## config.mk

```make
export PLATFORM = sky130hd
export DESIGN_NAME = lut_gpio_writer
export DESIGN_NICKNAME = d
export VERILOG_FILES = /design/src/rtl/gpio_bus_pkg.sv /design/src/rtl/gpio_write_phy.sv /design/src/rtl/lut_gpio_writer.sv
export SDC_FILE = /design/constraint.sdc
export NUM_CORES = 1
export LEC_CHECK = 0
export CAP_MARGIN = 25
export CORE_ASPECT_RATIO = 0.9
export CORE_UTILIZATION = 40
export DETAILED_ROUTE_END_ITERATION = 8
export SLEW_MARGIN = 20
export SYNTH_ARGS = -nofsm -noshare
export SYNTH_HDL_FRONTEND = slang
export SYNTH_HIERARCHICAL = 1
export SYNTH_SLANG_ARGS = --single-unit
export TNS_END_PERCENT = 30
```

## constraint.sdc

```tcl
create_clock -name clk -period 6.45 [get_ports clk]
set_input_delay 1.29 -clock clk [delete_from_list [all_inputs] [get_ports clk]]
set_output_delay 1.29 -clock clk [all_outputs]
set_load 0.1 [all_outputs]
```

## src/rtl/gpio_bus_pkg.sv

```systemverilog
// Field layout of the 32-bit GPIO register-write bus, shared by the writer and
// by any GPIO receiver that decodes it.
package gpio_bus_pkg;

  localparam int GPIO_W        = 32;
  localparam int GPIO_DATA_LSB = 0;
  localparam int GPIO_DATA_W   = 8;
  localparam int GPIO_ADDR_LSB = 8;
  localparam int GPIO_ADDR_W   = 8;
  localparam int GPIO_WCLK_BIT = 16;

  typedef enum logic [1:0] {
    PH_IDLE,
    PH_SETUP,
    PH_HIGH,
    PH_LOW
  } wr_phase_e;

  function automatic logic [GPIO_W-1:0] gpio_pack(
    input logic [GPIO_ADDR_W-1:0] addr,
    input logic [GPIO_DATA_W-1:0] data,
    input logic                   w_clk
  );
    logic [GPIO_W-1:0] v;
    v = '0;
    v[GPIO_DATA_LSB +: GPIO_DATA_W] = data;
    v[GPIO_ADDR_LSB +: GPIO_ADDR_W] = addr;
    v[GPIO_WCLK_BIT] = w_clk;
    return v;
  endfunction

endpackage

```

## src/rtl/gpio_write_phy.sv

```systemverilog
// One GPIO register write: SETUP (1 cycle), w_clk HIGH and LOW (strobe_cycles each).
// A req seen on the final LOW cycle chains the next write with no idle gap.
module gpio_write_phy
  import gpio_bus_pkg::*;
#(
  parameter int unsigned strobe_cycles = 4
) (
  input  logic        clk,
  input  logic        rst_n,
  input  logic        req,
  input  logic [7:0]  addr,
  input  logic [7:0]  data,
  output logic [31:0] gpio_out,
  output logic        ack
);

  localparam logic [7:0] STROBE_LAST = 8'(strobe_cycles - 1);

  wr_phase_e   phase_q, phase_d;
  logic [7:0]  cnt_q, cnt_d;
  logic [7:0]  addr_q, addr_d;
  logic [7:0]  data_q, data_d;
  logic [31:0] gpio_q, gpio_d;

  assign ack      = (phase_q == PH_LOW) && (cnt_q == 8'd0);
  assign gpio_out = gpio_q;

  always_comb begin
    phase_d = phase_q;
    cnt_d   = cnt_q;
    addr_d  = addr_q;
    data_d  = data_q;
    case (phase_q)
      PH_IDLE: begin
        if (req) begin
          phase_d = PH_SETUP;
          addr_d  = addr;
          data_d  = data;
        end
      end
      PH_SETUP: begin
        phase_d = PH_HIGH;
        cnt_d   = STROBE_LAST;
      end
      PH_HIGH: begin
        if (cnt_q == 8'd0) begin
          phase_d = PH_LOW;
          cnt_d   = STROBE_LAST;
        end else begin
          cnt_d = cnt_q - 8'd1;
        end
      end
      PH_LOW: begin
        if (cnt_q == 8'd0) begin
          if (req) begin
            phase_d = PH_SETUP;
            addr_d  = addr;
            data_d  = data;
          end else begin
            phase_d = PH_IDLE;
          end
        end else begin
          cnt_d = cnt_q - 8'd1;
        end
      end
      default: phase_d = PH_IDLE;
    endcase
    gpio_d = (phase_d == PH_IDLE) ? '0 : gpio_pack(addr_d, data_d, phase_d == PH_HIGH);
  end

  always_ff @(posedge clk or negedge rst_n) begin
    if (!rst_n) begin
      phase_q <= PH_IDLE;
      cnt_q   <= '0;
      addr_q  <= '0;
      data_q  <= '0;
      gpio_q  <= '0;
    end else begin
      phase_q <= phase_d;
      cnt_q   <= cnt_d;
      addr_q  <= addr_d;
      data_q  <= data_d;
      gpio_q  <= gpio_d;
    end
  end

endmodule

```

## src/rtl/lut_gpio_writer.sv

```systemverilog
// Loads a LUT over the GPIO register bus: two address-byte writes, then two
// data-byte writes per streamed 16-bit entry (the LUT auto-increments).
//
// state      | meaning
// IDLE       | waiting for start, gpio_out parked at zero
// ADDR_HI    | writing start_addr[15:8] to the address register
// ADDR_LO    | writing start_addr[7:0] to the address register
// WAIT_WORD  | s_ready high, waiting for the next entry
// DATA_HI    | writing entry[15:8] to the data register
// DATA_LO    | writing entry[7:0] to the data register
// FINISH     | one-cycle done pulse, busy already low
module lut_gpio_writer
  import gpio_bus_pkg::*;
#(
  parameter logic [7:0]  addr_reg      = 8'd0,
  parameter logic [7:0]  data_reg      = 8'd1,
  parameter int unsigned strobe_cycles = 4
) (
  input  logic        clk,
  input  logic        rst,
  input  logic        start,
  input  logic [15:0] start_addr,
  input  logic [15:0] word_count,
  input  logic [15:0] s_data,
  input  logic        s_valid,
  output logic        s_ready,
  output logic [31:0] gpio_out,
  output logic        busy,
  output logic        done
);

  typedef enum logic [2:0] {
    ST_IDLE,
    ST_ADDR_HI,
    ST_ADDR_LO,
    ST_WAIT_WORD,
    ST_DATA_HI,
    ST_DATA_LO,
    ST_FINISH
  } state_e;

  state_e      state_q, state_d;
  logic [15:0] lut_addr_q, lut_addr_d;
  logic [15:0] remain_q, remain_d;
  logic [15:0] word_q, word_d;
  logic        s_ready_q, s_ready_d;
  logic        busy_q, busy_d;
  logic        done_q, done_d;

  logic        phy_req;
  logic [7:0]  phy_addr;
  logic [7:0]  phy_data;
  logic        phy_ack;

  // Write requests are raised on the transition into a write state so the
  // phy's SETUP cycle lines up with the first cycle of that state.
  always_comb begin
    state_d    = state_q;
    lut_addr_d = lut_addr_q;
    remain_d   = remain_q;
    word_d     = word_q;
    phy_req    = 1'b0;
    phy_addr   = '0;
    phy_data   = '0;
    case (state_q)
      ST_IDLE: begin
        if (start) begin
          state_d    = ST_ADDR_HI;
          lut_addr_d = start_addr;
          remain_d   = word_count;
          phy_req    = 1'b1;
          phy_addr   = addr_reg;
          phy_data   = start_addr[15:8];
        end
      end
      ST_ADDR_HI: begin
        if (phy_ack) begin
          state_d  = ST_ADDR_LO;
          phy_req  = 1'b1;
          phy_addr = addr_reg;
          phy_data = lut_addr_q[7:0];
        end
      end
      ST_ADDR_LO: begin
        if (phy_ack) state_d = (remain_q == 16'd0) ? ST_FINISH : ST_WAIT_WORD;
      end
      ST_WAIT_WORD: begin
        if (s_valid && s_ready_q) begin
          state_d  = ST_DATA_HI;
          word_d   = s_data;
          remain_d = remain_q - 16'd1;
          phy_req  = 1'b1;
          phy_addr = data_reg;
          phy_data = s_data[15:8];
        end
      end
      ST_DATA_HI: begin
        if (phy_ack) begin
          state_d  = ST_DATA_LO;
          phy_req  = 1'b1;
          phy_addr = data_reg;
          phy_data = word_q[7:0];
        end
      end
      ST_DATA_LO: begin
        if (phy_ack) state_d = (remain_q == 16'd0) ? ST_FINISH : ST_WAIT_WORD;
      end
      ST_FINISH: state_d = ST_IDLE;
      default:   state_d = ST_IDLE;
    endcase
    s_ready_d = (state_d == ST_WAIT_WORD);
    busy_d    = (state_d != ST_IDLE) && (state_d != ST_FINISH);
    done_d    = (state_d == ST_FINISH);
  end

  always_ff @(posedge clk or negedge rst) begin
    if (!rst) begin
      state_q    <= ST_IDLE;
      lut_addr_q <= '0;
      remain_q   <= '0;
      word_q     <= '0;
      s_ready_q  <= 1'b0;
      busy_q     <= 1'b0;
      done_q     <= 1'b0;
    end else begin
      state_q    <= state_d;
      lut_addr_q <= lut_addr_d;
      remain_q   <= remain_d;
      word_q     <= word_d;
      s_ready_q  <= s_ready_d;
      busy_q     <= busy_d;
      done_q     <= done_d;
    end
  end

  gpio_write_phy #(
    .strobe_cycles(strobe_cycles)
  ) u_phy (
    .clk     (clk),
    .rst_n   (rst),
    .req     (phy_req),
    .addr    (phy_addr),
    .data    (phy_data),
    .gpio_out(gpio_out),
    .ack     (phy_ack)
  );

  assign s_ready = s_ready_q;
  assign busy    = busy_q;
  assign done    = done_q;

endmodule
```

==> implementation parameters <==
Parameter                              Value

Cells and area
  Core utilization of the finished layout ... 50.8%
  Share of cells above drive strength 1 ... 13.6%
  Layout overhead on the synthesized area ... 23.3%
  Fillers ... 992
  Final net count ... 562
  Diodes inserted ... 0

Floorplan
  Width of the die ... 114 um
  Ports placed on the boundary ... 87
  Starting density of the core ... 41.2%
  Die height ... 103 um
  Rows ... 36
  Total Die Area ... 11,700 um2
  Core Box Area ... 10,900 um2

Synthesis
  Post-synthesis sequential element count ... 81
  Syn_area_per_cell ... 10.3 um2
  Synth Warn # ... 6
  Count of unique library cells instantiated by Yosys ... 75
  Count of flip-flops with a built-in enable after synthesis ... 0
  Primary FF master, synth ... sky130_fd_sc_hd__dfrtp_1
  Summed instance area of the synthesized netlist ... 4500 um2
  Post-synthesis cell count ... 437
  Sequential area share after synthesis ... 45.1%
  Proportion of synthesized flip-flops having asynchronous set or reset ... 100%

Setup path
  Category of the worst setup path launch point ... register
  Kind of capture point of the worst setup path ... register
  Worst EP required ... 6670 ps
  Category of the most critical setup path ... reg -> reg
  Largest stage delay on the critical path ... 750 ps
  Library cell contributing the largest single delay on the critical path ... sky130_fd_sc_hd__nor2b_1
  Capturing point of the worst reg2reg path ... u_phy/addr_q[1]$_DFF_PN0_
  Cell type with the highest occurrence count on the critical path ... sky130_fd_sc_hd__nor2b_1
  Startpoint of the most critical register-to-register path ... u_phy/cnt_q[2]$_DFFE_PN0P_
  Cell family contributing the most delay on the critical path ... simple AND/OR/NAND/NOR gates
  Max Fanout on Critical Path ... 14
  Worst setup path startpoint ... u_phy/cnt_q[2]$_DFFE_PN0P_
  Count of cells along the worst register-to-register path ... 10
  Worst path arrival time ... 4510 ps
  Crit path buf inv count ... 0
  CP Cell Sequence ... nor4_4 > and2_4 > nor2b_1 > and2_1 > or2_1 > or3_1 > nor2b_1 > nand3_2 > and3_1 > or2_2
  Worst-case register-to-register setup slack ... 2160 ps

Clock network
  Sink Count ... 81
  Total of cells resized after clock tree synthesis ... 0
  Insertion delay to the later sink of the worst-skew pair ... 340 ps
  Buffer depth of the longest clock path ... 2
  Clock tree root driver cell ... sky130_fd_sc_hd__clkbuf_16
  Post-CTS setup buffers ... 0
  Number of H-tree levels ... 3
  Number of buffers created by CTS ... 9
  Number of buffers inserted by hold repair at cts ... 0
  Clock slew at reported path FFs ... 60 ps
  TritonCTS clock tree ... yes

Timing
  Peak clock frequency supported by timing ... 0.233 GHz
  Hold Violations, Final ... 0
  Minimum period implied by the final worst setup slack ... 4290 ps
  Slew Viols, Final ... 0
  Final setup TNS ... 0 ps
  Final period utilization ... 66.5%
  Slew at the pin closest to its max-slew limit ... 1030 ps
  Worst slew slack as a fraction of its limit ... 30.9%
  Setup repair after global routing missed its margin ... no
  Setup violation total in the final timing report ... 0
  Maximum clock skew at final layout ... 6.48 ps

Min path
  Hold endpoint ... word_q[7]$_DFFE_PN0P_
  Class of the tightest hold or removal check ... reg -> reg
  Worst Hold Launch ... word_q[7]$_DFFE_PN0P_
  Count of cells along the worst hold path ... 1

Route
  DRC violation count after routing ... 0
  Violation count after the first detailed-routing iteration ... 242
  Vias per std cell ... 5.29
  Post-detailed-route count of antenna-violating nets ... 0
  TritonRoute pass-1 iters ... 4
  Total wirelength of the detailed-routed design ... 10,000 um
  DR vias ... 3,487
  Wire per inst ... 15.2 um

Global route
  Initial antenna violation count ... 0
  Pin count of the biggest net entering global routing ... 82
  Total GRT Usage ... 18.1%
  Global route total overflow ... 0
  Global-route wire length before repair ... 16,500 um
  Via count of the first global-routing pass ... 3,293

Power
  Total Power ... 2.12 mW
  Leak Pwr ... 2.50 nW
  VDD IR max ... 0.194 mV
  Total power density per cell area ... 383 nW/um2

Run status
  Run status ... finished clean

Job
  Max-Cap Viols ... 0

Placement
  Routability Congestion ... 0.811
  Post-detail-place hpwl ... 6950 um
  # port buffers ... 71
per-layer routing:
layer | part of all wire [%] | track usage (%)
met5 | 0 | 0
met4 | 1.6 | 6.68
met3 | 3.4 | 3.47
met2 | 46 | 27.0
met1 | 49 | 26.2
worst register-to-register path: stages, from the launching register on:
cell and delay [ps]:
sky130_fd_sc_hd__dfrtp_1 450, sky130_fd_sc_hd__nor4_4 720, sky130_fd_sc_hd__and2_4 360, sky130_fd_sc_hd__nor2b_1 220
sky130_fd_sc_hd__and2_1 370, sky130_fd_sc_hd__or2_1 170, sky130_fd_sc_hd__or3_1 240, sky130_fd_sc_hd__nor2b_1 750
sky130_fd_sc_hd__nand3_2 340, sky130_fd_sc_hd__and3_1 290, sky130_fd_sc_hd__or2_2 290
flip-flops by register name (all words and copies together), names as in the netlist, 3 cells and up:
signal / count
lut_addr_q: 8
u_phy/cnt_q: 8
word_q: 8
u_phy/gpio_out: 17
remain_q: 16
u_phy/data_q: 8
state_q: 3
u_phy/addr_q: 8
layout by cell type (no fill, tap or decap), types with 6 or more instances in the layout:
master,count
sky130_fd_sc_hd__dfrtp_1,81
sky130_fd_sc_hd__clkdlybuf4s50_1,70
sky130_fd_sc_hd__nand2_1,36
sky130_fd_sc_hd__conb_1,22
sky130_fd_sc_hd__and3_1,21
sky130_fd_sc_hd__a21oi_1,20
sky130_fd_sc_hd__inv_1,16
sky130_fd_sc_hd__nor2_1,16
sky130_fd_sc_hd__o21ai_0,15
sky130_fd_sc_hd__mux2_2,15
sky130_fd_sc_hd__nand3_1,13
sky130_fd_sc_hd__a22oi_1,12
sky130_fd_sc_hd__a2bb2oi_1,11
sky130_fd_sc_hd__or2_1,10
sky130_fd_sc_hd__clkbuf_16,9
sky130_fd_sc_hd__a222oi_1,8
sky130_fd_sc_hd__ha_1,8
sky130_fd_sc_hd__o22ai_1,7
sky130_fd_sc_hd__or2_2,6
worst max-delay path by stage:
stage | end | slack [ps] | cells past startpoint
2_1_floorplan | u_phy/gpio_out[5]$_DFF_PN0_ | 3340 | 14
5_1_grt | u_phy/addr_q[1]$_DFF_PN0_ | 1850 | 10
3_3_place_gp | u_phy/addr_q[1]$_DFF_PN0_ | 2070 | 7
3_5_place_dp | u_phy/addr_q[1]$_DFF_PN0_ | 1960 | 7
4_1_cts | u_phy/addr_q[1]$_DFF_PN0_ | 2190 | 10
6_report | u_phy/addr_q[1]$_DFF_PN0_ | 2160 | 10
cell usage after synthesis (3+ instances only):
master | count | share of area (%)
sky130_fd_sc_hd__or2_2 | 6 | 0.84
sky130_fd_sc_hd__nor3_1 | 5 | 0.56
sky130_fd_sc_hd__a222oi_1 | 8 | 1.8
sky130_fd_sc_hd__o22ai_1 | 7 | 0.97
sky130_fd_sc_hd__buf_6 | 5 | 1.3
sky130_fd_sc_hd__a211oi_2 | 3 | 0.84
sky130_fd_sc_hd__buf_2 | 6 | 0.67
sky130_fd_sc_hd__dfrtp_1 | 81 | 45
sky130_fd_sc_hd__nand3_1 | 13 | 1.4
sky130_fd_sc_hd__inv_1 | 16 | 1.3
sky130_fd_sc_hd__and2_1 | 3 | 0.42
sky130_fd_sc_hd__a21o_1 | 3 | 0.50
sky130_fd_sc_hd__nand2_1 | 36 | 3.0
sky130_fd_sc_hd__a22oi_1 | 12 | 2.0
sky130_fd_sc_hd__buf_4 | 22 | 3.7
sky130_fd_sc_hd__xnor2_1 | 4 | 0.78
sky130_fd_sc_hd__nand4_1 | 5 | 0.70
sky130_fd_sc_hd__or3_1 | 5 | 0.70
sky130_fd_sc_hd__a21oi_2 | 5 | 0.97
sky130_fd_sc_hd__a21oi_1 | 20 | 2.2
sky130_fd_sc_hd__or2_1 | 10 | 1.4
sky130_fd_sc_hd__and3_1 | 21 | 2.9
sky130_fd_sc_hd__ha_1 | 8 | 2.2
sky130_fd_sc_hd__clkbuf_1 | 6 | 0.50
sky130_fd_sc_hd__o21ai_1 | 5 | 0.56
sky130_fd_sc_hd__o211ai_1 | 3 | 0.50
sky130_fd_sc_hd__nor2b_1 | 5 | 0.70
sky130_fd_sc_hd__o21ai_0 | 15 | 1.7
sky130_fd_sc_hd__a2bb2oi_2 | 3 | 1.0
sky130_fd_sc_hd__mux2_2 | 15 | 3.8
sky130_fd_sc_hd__nor2_1 | 16 | 1.3
sky130_fd_sc_hd__a2bb2oi_1 | 11 | 2.1
kinds of logic (layout without fill, tap and decap cells):
family          count (synthesis)  after routing  share of synthesized area, %
simple gates                  153            153                          20.3
compound gates                116            116                          19.5
flops                          81             81                          45.1
buf+inv                        55            105                          7.43
mux                            18             18                          4.45
fa+ha+maj                       8              8                          2.23
xor+xnor                        4              4                         0.779
other cells                     2             22                         0.167
stage by stage:
| stage | hold slack, ps | area (um2) | cells | setup slack, ps |
|---|---|---|---|---|
| after floorplan | 459 | 4570 | 457 | 3340 |
| after global placement | 472 | 5210 | 643 | 2070 |
| after detailed placement | 480 | 5210 | 643 | 1960 |
| after CTS | 494 | 5540 | 659 | 2190 |
| after global routing | 527 | 5540 | 659 | 1850 |
| final | 491 | 5540 | 659 | 2160 |
layout make-up:
type	instances	area, um2	share of cell area [%]
Clock buffer	9	225	4.06
Clock inverter	7	103	1.85
Inverter	16	60.1	1.08
Multi-Input combinational cell	321	2210	39.9
Sequential cell	81	2030	36.6
Tap cell	152	190	3.43
Timing Repair Buffer	73	727	13.1
power by group:
part	leakage (nW)	internal, mW	switching (mW)
registers	1.05	0.639	0.141
logic	1.29	0.290	0.495
clock network	0.157	0.343	0.213
No activity file was read; power rests on OpenSTA's default activity.
